--- src/rtl/tmds_channel_decoder.sv ---
// rtl/tmds_channel_decoder.sv - TMDS receive channel: token-based word alignment and 10b/8b decode
module tmds_channel_decoder #(
    parameter int LOCK_COUNT   = 16,
    parameter int LOSS_TIMEOUT = 4096
) (
    input  logic       PXLCLK_I,
    input  logic       RST_I,
    input  logic [9:0] TMDS_RAW_I,
    output logic [7:0] VD_O,
    output logic [1:0] CD_O,
    output logic       VDE_O,
    output logic       LOCKED_O,
    output logic [3:0] OFFSET_O
);
    localparam int CW = $clog2(LOCK_COUNT + 1);
    localparam int GW = $clog2(LOSS_TIMEOUT + 1);
    localparam logic [CW-1:0] CNT_MAX = CW'(LOCK_COUNT);
    localparam logic [GW-1:0] GAP_MAX = GW'(LOSS_TIMEOUT);

    typedef enum logic [1:0] {SEARCH, VERIFY, LOCKED} state_t;

    state_t        state, state_n;
    logic [9:0]    raw_prev;
    logic [19:0]   win;
    logic [3:0]    offset, offset_n;
    logic [CW-1:0] cnt, cnt_n, cnt_inc;
    logic [GW-1:0] gap, gap_n, gap_inc;
    logic          found;
    logic [3:0]    found_k;
    logic [9:0]    word;
    logic          word_tok;
    logic [7:0]    d;
    logic [7:0]    vd_dec;

    function automatic logic is_token(input logic [9:0] w);
        return (w == 10'b1101010100) || (w == 10'b0010101011) ||
               (w == 10'b0101010100) || (w == 10'b1010101011);
    endfunction

    function automatic logic [1:0] token_cd(input logic [9:0] w);
        case (w)
            10'b0010101011: return 2'b01;
            10'b0101010100: return 2'b10;
            10'b1010101011: return 2'b11;
            default:        return 2'b00;
        endcase
    endfunction

    // Two consecutive raw words cover every possible 10-bit phase.
    assign win      = {TMDS_RAW_I, raw_prev};
    assign word     = win[offset +: 10];
    assign word_tok = is_token(word);

    // Data decode: undo optional inversion, then undo the XOR/XNOR chain.
    assign d      = word[9] ? ~word[7:0] : word[7:0];
    assign vd_dec = {d[7:1] ^ d[6:0] ^ {7{~word[8]}}, d[0]};

    // Saturating increments so neither counter can ever wrap.
    assign cnt_inc = (cnt == CNT_MAX) ? cnt : cnt + CW'(1);
    assign gap_inc = (gap == GAP_MAX) ? gap : gap + GW'(1);

    // Scan all ten phases; descending loop leaves the lowest matching offset.
    always_comb begin
        found   = 1'b0;
        found_k = 4'd0;
        for (int k = 9; k >= 0; k--) begin
            if (is_token(win[k +: 10])) begin
                found   = 1'b1;
                found_k = 4'(k);
            end
        end
    end

    // Alignment FSM next-state and counter updates.
    always_comb begin
        state_n  = state;
        offset_n = offset;
        cnt_n    = cnt;
        gap_n    = gap;
        case (state)
            SEARCH: begin
                if (found) begin
                    offset_n = found_k;
                    cnt_n    = CW'(1);
                    state_n  = VERIFY;
                end
            end
            VERIFY: begin
                if (word_tok) begin
                    cnt_n = cnt_inc;
                    if (cnt_inc >= CNT_MAX) begin
                        state_n = LOCKED;
                        gap_n   = '0;
                    end
                end else begin
                    cnt_n   = '0;
                    state_n = SEARCH;
                end
            end
            LOCKED: begin
                if (word_tok) begin
                    gap_n = '0;
                end else if (gap_inc >= GAP_MAX) begin
                    gap_n   = '0;
                    cnt_n   = '0;
                    state_n = SEARCH;
                end else begin
                    gap_n = gap_inc;
                end
            end
            default: begin
                state_n = SEARCH;
                cnt_n   = '0;
                gap_n   = '0;
            end
        endcase
    end

    // Alignment state, offset and counter registers.
    always_ff @(posedge PXLCLK_I) begin
        if (RST_I) begin
            state    <= SEARCH;
            raw_prev <= '0;
            offset   <= '0;
            cnt      <= '0;
            gap      <= '0;
        end else begin
            state    <= state_n;
            raw_prev <= TMDS_RAW_I;
            offset   <= offset_n;
            cnt      <= cnt_n;
            gap      <= gap_n;
        end
    end

    // Output stage gated by the state being entered, so the locking token decodes at once.
    always_ff @(posedge PXLCLK_I) begin
        if (RST_I || state_n != LOCKED) begin
            VD_O  <= '0;
            CD_O  <= '0;
            VDE_O <= 1'b0;
        end else if (word_tok) begin
            VD_O  <= '0;
            CD_O  <= token_cd(word);
            VDE_O <= 1'b0;
        end else begin
            VD_O  <= vd_dec;
            VDE_O <= 1'b1;
        end
    end

    assign LOCKED_O = (state == LOCKED);
    assign OFFSET_O = offset;

endmodule

--- config.mk ---
export PLATFORM = sky130hd
export DESIGN_NAME = tmds_channel_decoder
export DESIGN_NICKNAME = d
export VERILOG_FILES = /design/src/rtl/tmds_channel_decoder.sv
export SDC_FILE = /design/constraint.sdc
export NUM_CORES = 1
export LEC_CHECK = 0
export ABC_AREA = 0
export ABC_CLOCK_PERIOD_IN_PS = 3900
export CAP_MARGIN = 20
export CORE_MARGIN = 2
export CORE_UTILIZATION = 50
export DETAILED_ROUTE_END_ITERATION = 8
export PLACE_DENSITY = 0.79
export SYNTH_ARGS = -nofsm -noshare
export SYNTH_HDL_FRONTEND = slang
export SYNTH_SLANG_ARGS = --single-unit
--- constraint.sdc ---
create_clock -name PXLCLK_I -period 3.9 [get_ports PXLCLK_I]
set_clock_uncertainty 0.15 [all_clocks]
set_input_delay 0.78 -clock PXLCLK_I [delete_from_list [all_inputs] [get_ports PXLCLK_I]]
set_output_delay 0.78 -clock PXLCLK_I [all_outputs]
set_load 0.005 [all_outputs]
==> qor.yml <==
outcome: "finished, final reports clean"
yosysSeqAreaShare_pct: 26.0
wire_per_inst_um: 16.6
drc: 0
grt_pass1_wl_um: 14600
routed_wl_um: 8830
layout_common_cells: "dfxtp_1 (45), buf_4 (42), nand2_1 (31), inv_1 (26), nor2_1 (26)"
clkSinkCount: 45
clock_path_buffers: 2
slew_violations: 0
cp.arrival_ns: 3.86
fin_crit_ns: 3.78
numPortBuffers: 27
ant_nets: 0
initialDrtViolationCount: 263
dp_hpwl_um: 6350
cp-end-kind: "register"
nNetsFinal: 475
rrSetupSlack_ns: 0.23
synth.distinct_cells: 64
gp_congestion: 0.910
yosys.area.top_type: "dfxtp_1"
viasPerCell: 6.19
r2r-end: "gap[9]"
comb_power_share_pct: 17.3
cts_buffers: 5
synth_nets: 425
synth_area_um2: 3460
p_leak_nw: 1.57
tritoncts: "built"
clock-root-buffer: "clkbuf_8"
dieArea_um2: 7600
synthArstFlopShare_pct: 0
grt_max_degree: 33
clock_latency_ns: 0.31
reg2reg_depth: 11
hold_path_class: "reg -> reg"
synth_area_leaders: "dfxtp_1 (26%), mux4_2 (10%), mux2i_1 (5.8%)"
intPower_w: 0.000687
syn_area_per_cell_um2: 8.63
p_per_area_nw_per_um2: 233
setup-violations-final: 0
setup_ws_ns: 0.116
crit_start: "TMDS_RAW_I[3]"
place_area_um2: 4050
clk_pin_slew_ns: 0.10
synth-edff-count: 0
dr_total_vias: 3295
core_region_area_um2: 6760
rsz0062_at_grt: "false"
clkPwrFrac_pct: 32.4
crit_type: "in -> reg"
rows: 30
diodes: 0
dieHeight_um: 87.2
p_sw_share_pct: 29.6
p_sw_w: 0.000289
grt.overflow.total: 0
synth-main-ff-cell: "dfxtp_1"
fmax_mhz: 264
start_kind: "input port"
pin_count: 28
fin_area_um2: 4180
seq_power_share_pct: 50.3
syn_inst: 401
synth-seq-cells: 45
rr_startpoint: "OFFSET_O[0]"
timing.slew.headroom_pct: 37.2
drv_cap: 0
start_util_pct: 51.2
cp.required_ns: 3.97
fin_crit_sh_pct: 97.0
die_x_um: 87.2
pre_cts_ws_ns: -0.361
setup-tns-final_ns: 0
yosysWarnings: 0
track_usage_pct: 23.8
first_global_vias: 2983
final_common_cell: "dfxtp_1"
ir_drop_v: 0.000116
worstSetupEndpoint: "gap[9]"
htreeDepth: 2
drt_pre_antenna_iters: 4
synth_top_area_share_pct: 26.0
hold_viol: 0
drive_above_1_share_pct: 18.1
worst_slew_pin_slew_ns: 0.936
cp_max_fo: 5
area_delta_synth_final_pct: 20.9
antenna_found_initial: 0
-- layout make-up --
class                   instances  area, µm²
clock buffers                   5       68.8
clock inverters                 3       25.0
multi-input cells             301       2360
flip-flops and latches         45        901
repair buffers                 70        619
inverters                      28        105
fillers                       554       2570
well taps                      80        100
-- critical path, cell delays in order --
cell	delay, ns
dlygate4sd2_1	0.29
mux2_1	0.32
mux2_2	0.27
mux4_2	0.48
inv_1	0.08
ha_1	0.14
nand4_1	0.15
a31oi_2	0.22
a21bo_4	0.25
a21o_1	0.19
a2111o_1	0.43
a311oi_2	0.25
-- what timing repair did --
item / 4_1_cts / 5_1_grt
setup buffers: 0 / 1
pin swaps: 1 / 1
setup endpoints to repair: 5 / 28
resized for setup: 5 / 11
hold buffers: 0 / 0
-- synthesized netlist by cell type (3+ instances only) --
library cell	instances
a21o_1	3
a21oi_1	10
a311oi_1	5
a31oi_1	7
and3b_1	4
buf_1	3
buf_2	3
clkbuf_1	19
dfxtp_1	45
ha_1	12
inv_1	26
mux2_2	4
mux2i_1	20
mux4_2	16
nand2_1	31
nand2b_1	4
nand3_1	14
nand3b_1	3
nand4_1	13
nor2_1	27
nor2b_1	14
nor3_1	9
nor3b_1	8
nor4_1	4
nor4b_1	6
o21ai_0	23
o31ai_1	3
or4_1	3
xnor2_1	13
-- worst min path at each step --
| stage | from | to | cells after the start |
|---|---|---|---|
| 5_1_grt | CD_O[1] | CD_O[1] | 2 |
| 3_5_place_dp | CD_O[0] | CD_O[0] | 2 |
| 3_3_place_gp | CD_O[0] | CD_O[0] | 2 |
| 2_1_floorplan | CD_O[0] | CD_O[0] | 2 |
| 4_1_cts | CD_O[0] | CD_O[0] | 2 |
| 6_report | CD_O[0] | CD_O[0] | 2 |
-- flip-flops by register name, summed over array words and instances, names as in the netlist --
signal,count
state,2
gap,13
VD_O,8
raw_prev,10
OFFSET_O,4
cnt,5
CD_O,2
VDE_O,1
-- cells by family after synthesis --
family	Yosys count	synth area share (%)
AOI/OAI and AO/OA	81	16.3
xor gates and xnor gates	15	3.80
adders and majority gates	12	4.34
buffers and inverters	55	6.51
DFF	45	26.0
muxes	43	19.0
and+or+nand+nor	150	23.9
-- per-stage QoR --
stage	hold slack, ns	cells	utilization (%)	total power, W
5_1_grt	0.343	532	61.9	0.00101
2_1_floorplan	0.303	401	-	0.000602
3_3_place_gp	0.298	523	59.9	0.000660
4_1_cts	0.316	531	61.3	0.000976
6_report	0.313	532	61.9	0.000975
3_5_place_dp	0.303	523	59.9	0.000665
-- metal layers --
layer	GRT usage, %	up-vias	routed length, µm
met5	0	-	0
met4	5.73	0	112
met3	3.60	10	478
met2	38.2	123	4140
met1	33.7	1571	4100
li1	-	1591	-
-- power groups by stage --
stage                     combinational (W)  sequential [W]  clock [W]
final                              0.000169        0.000491   0.000316
after detailed placement           0.000165        0.000500          0
after floorplan                    0.000114        0.000488          0
after global placement             0.000161        0.000500          0
after global routing               0.000184        0.000493   0.000335
after CTS                          0.000166        0.000490   0.000320
(Power assumes the default switching activity.)
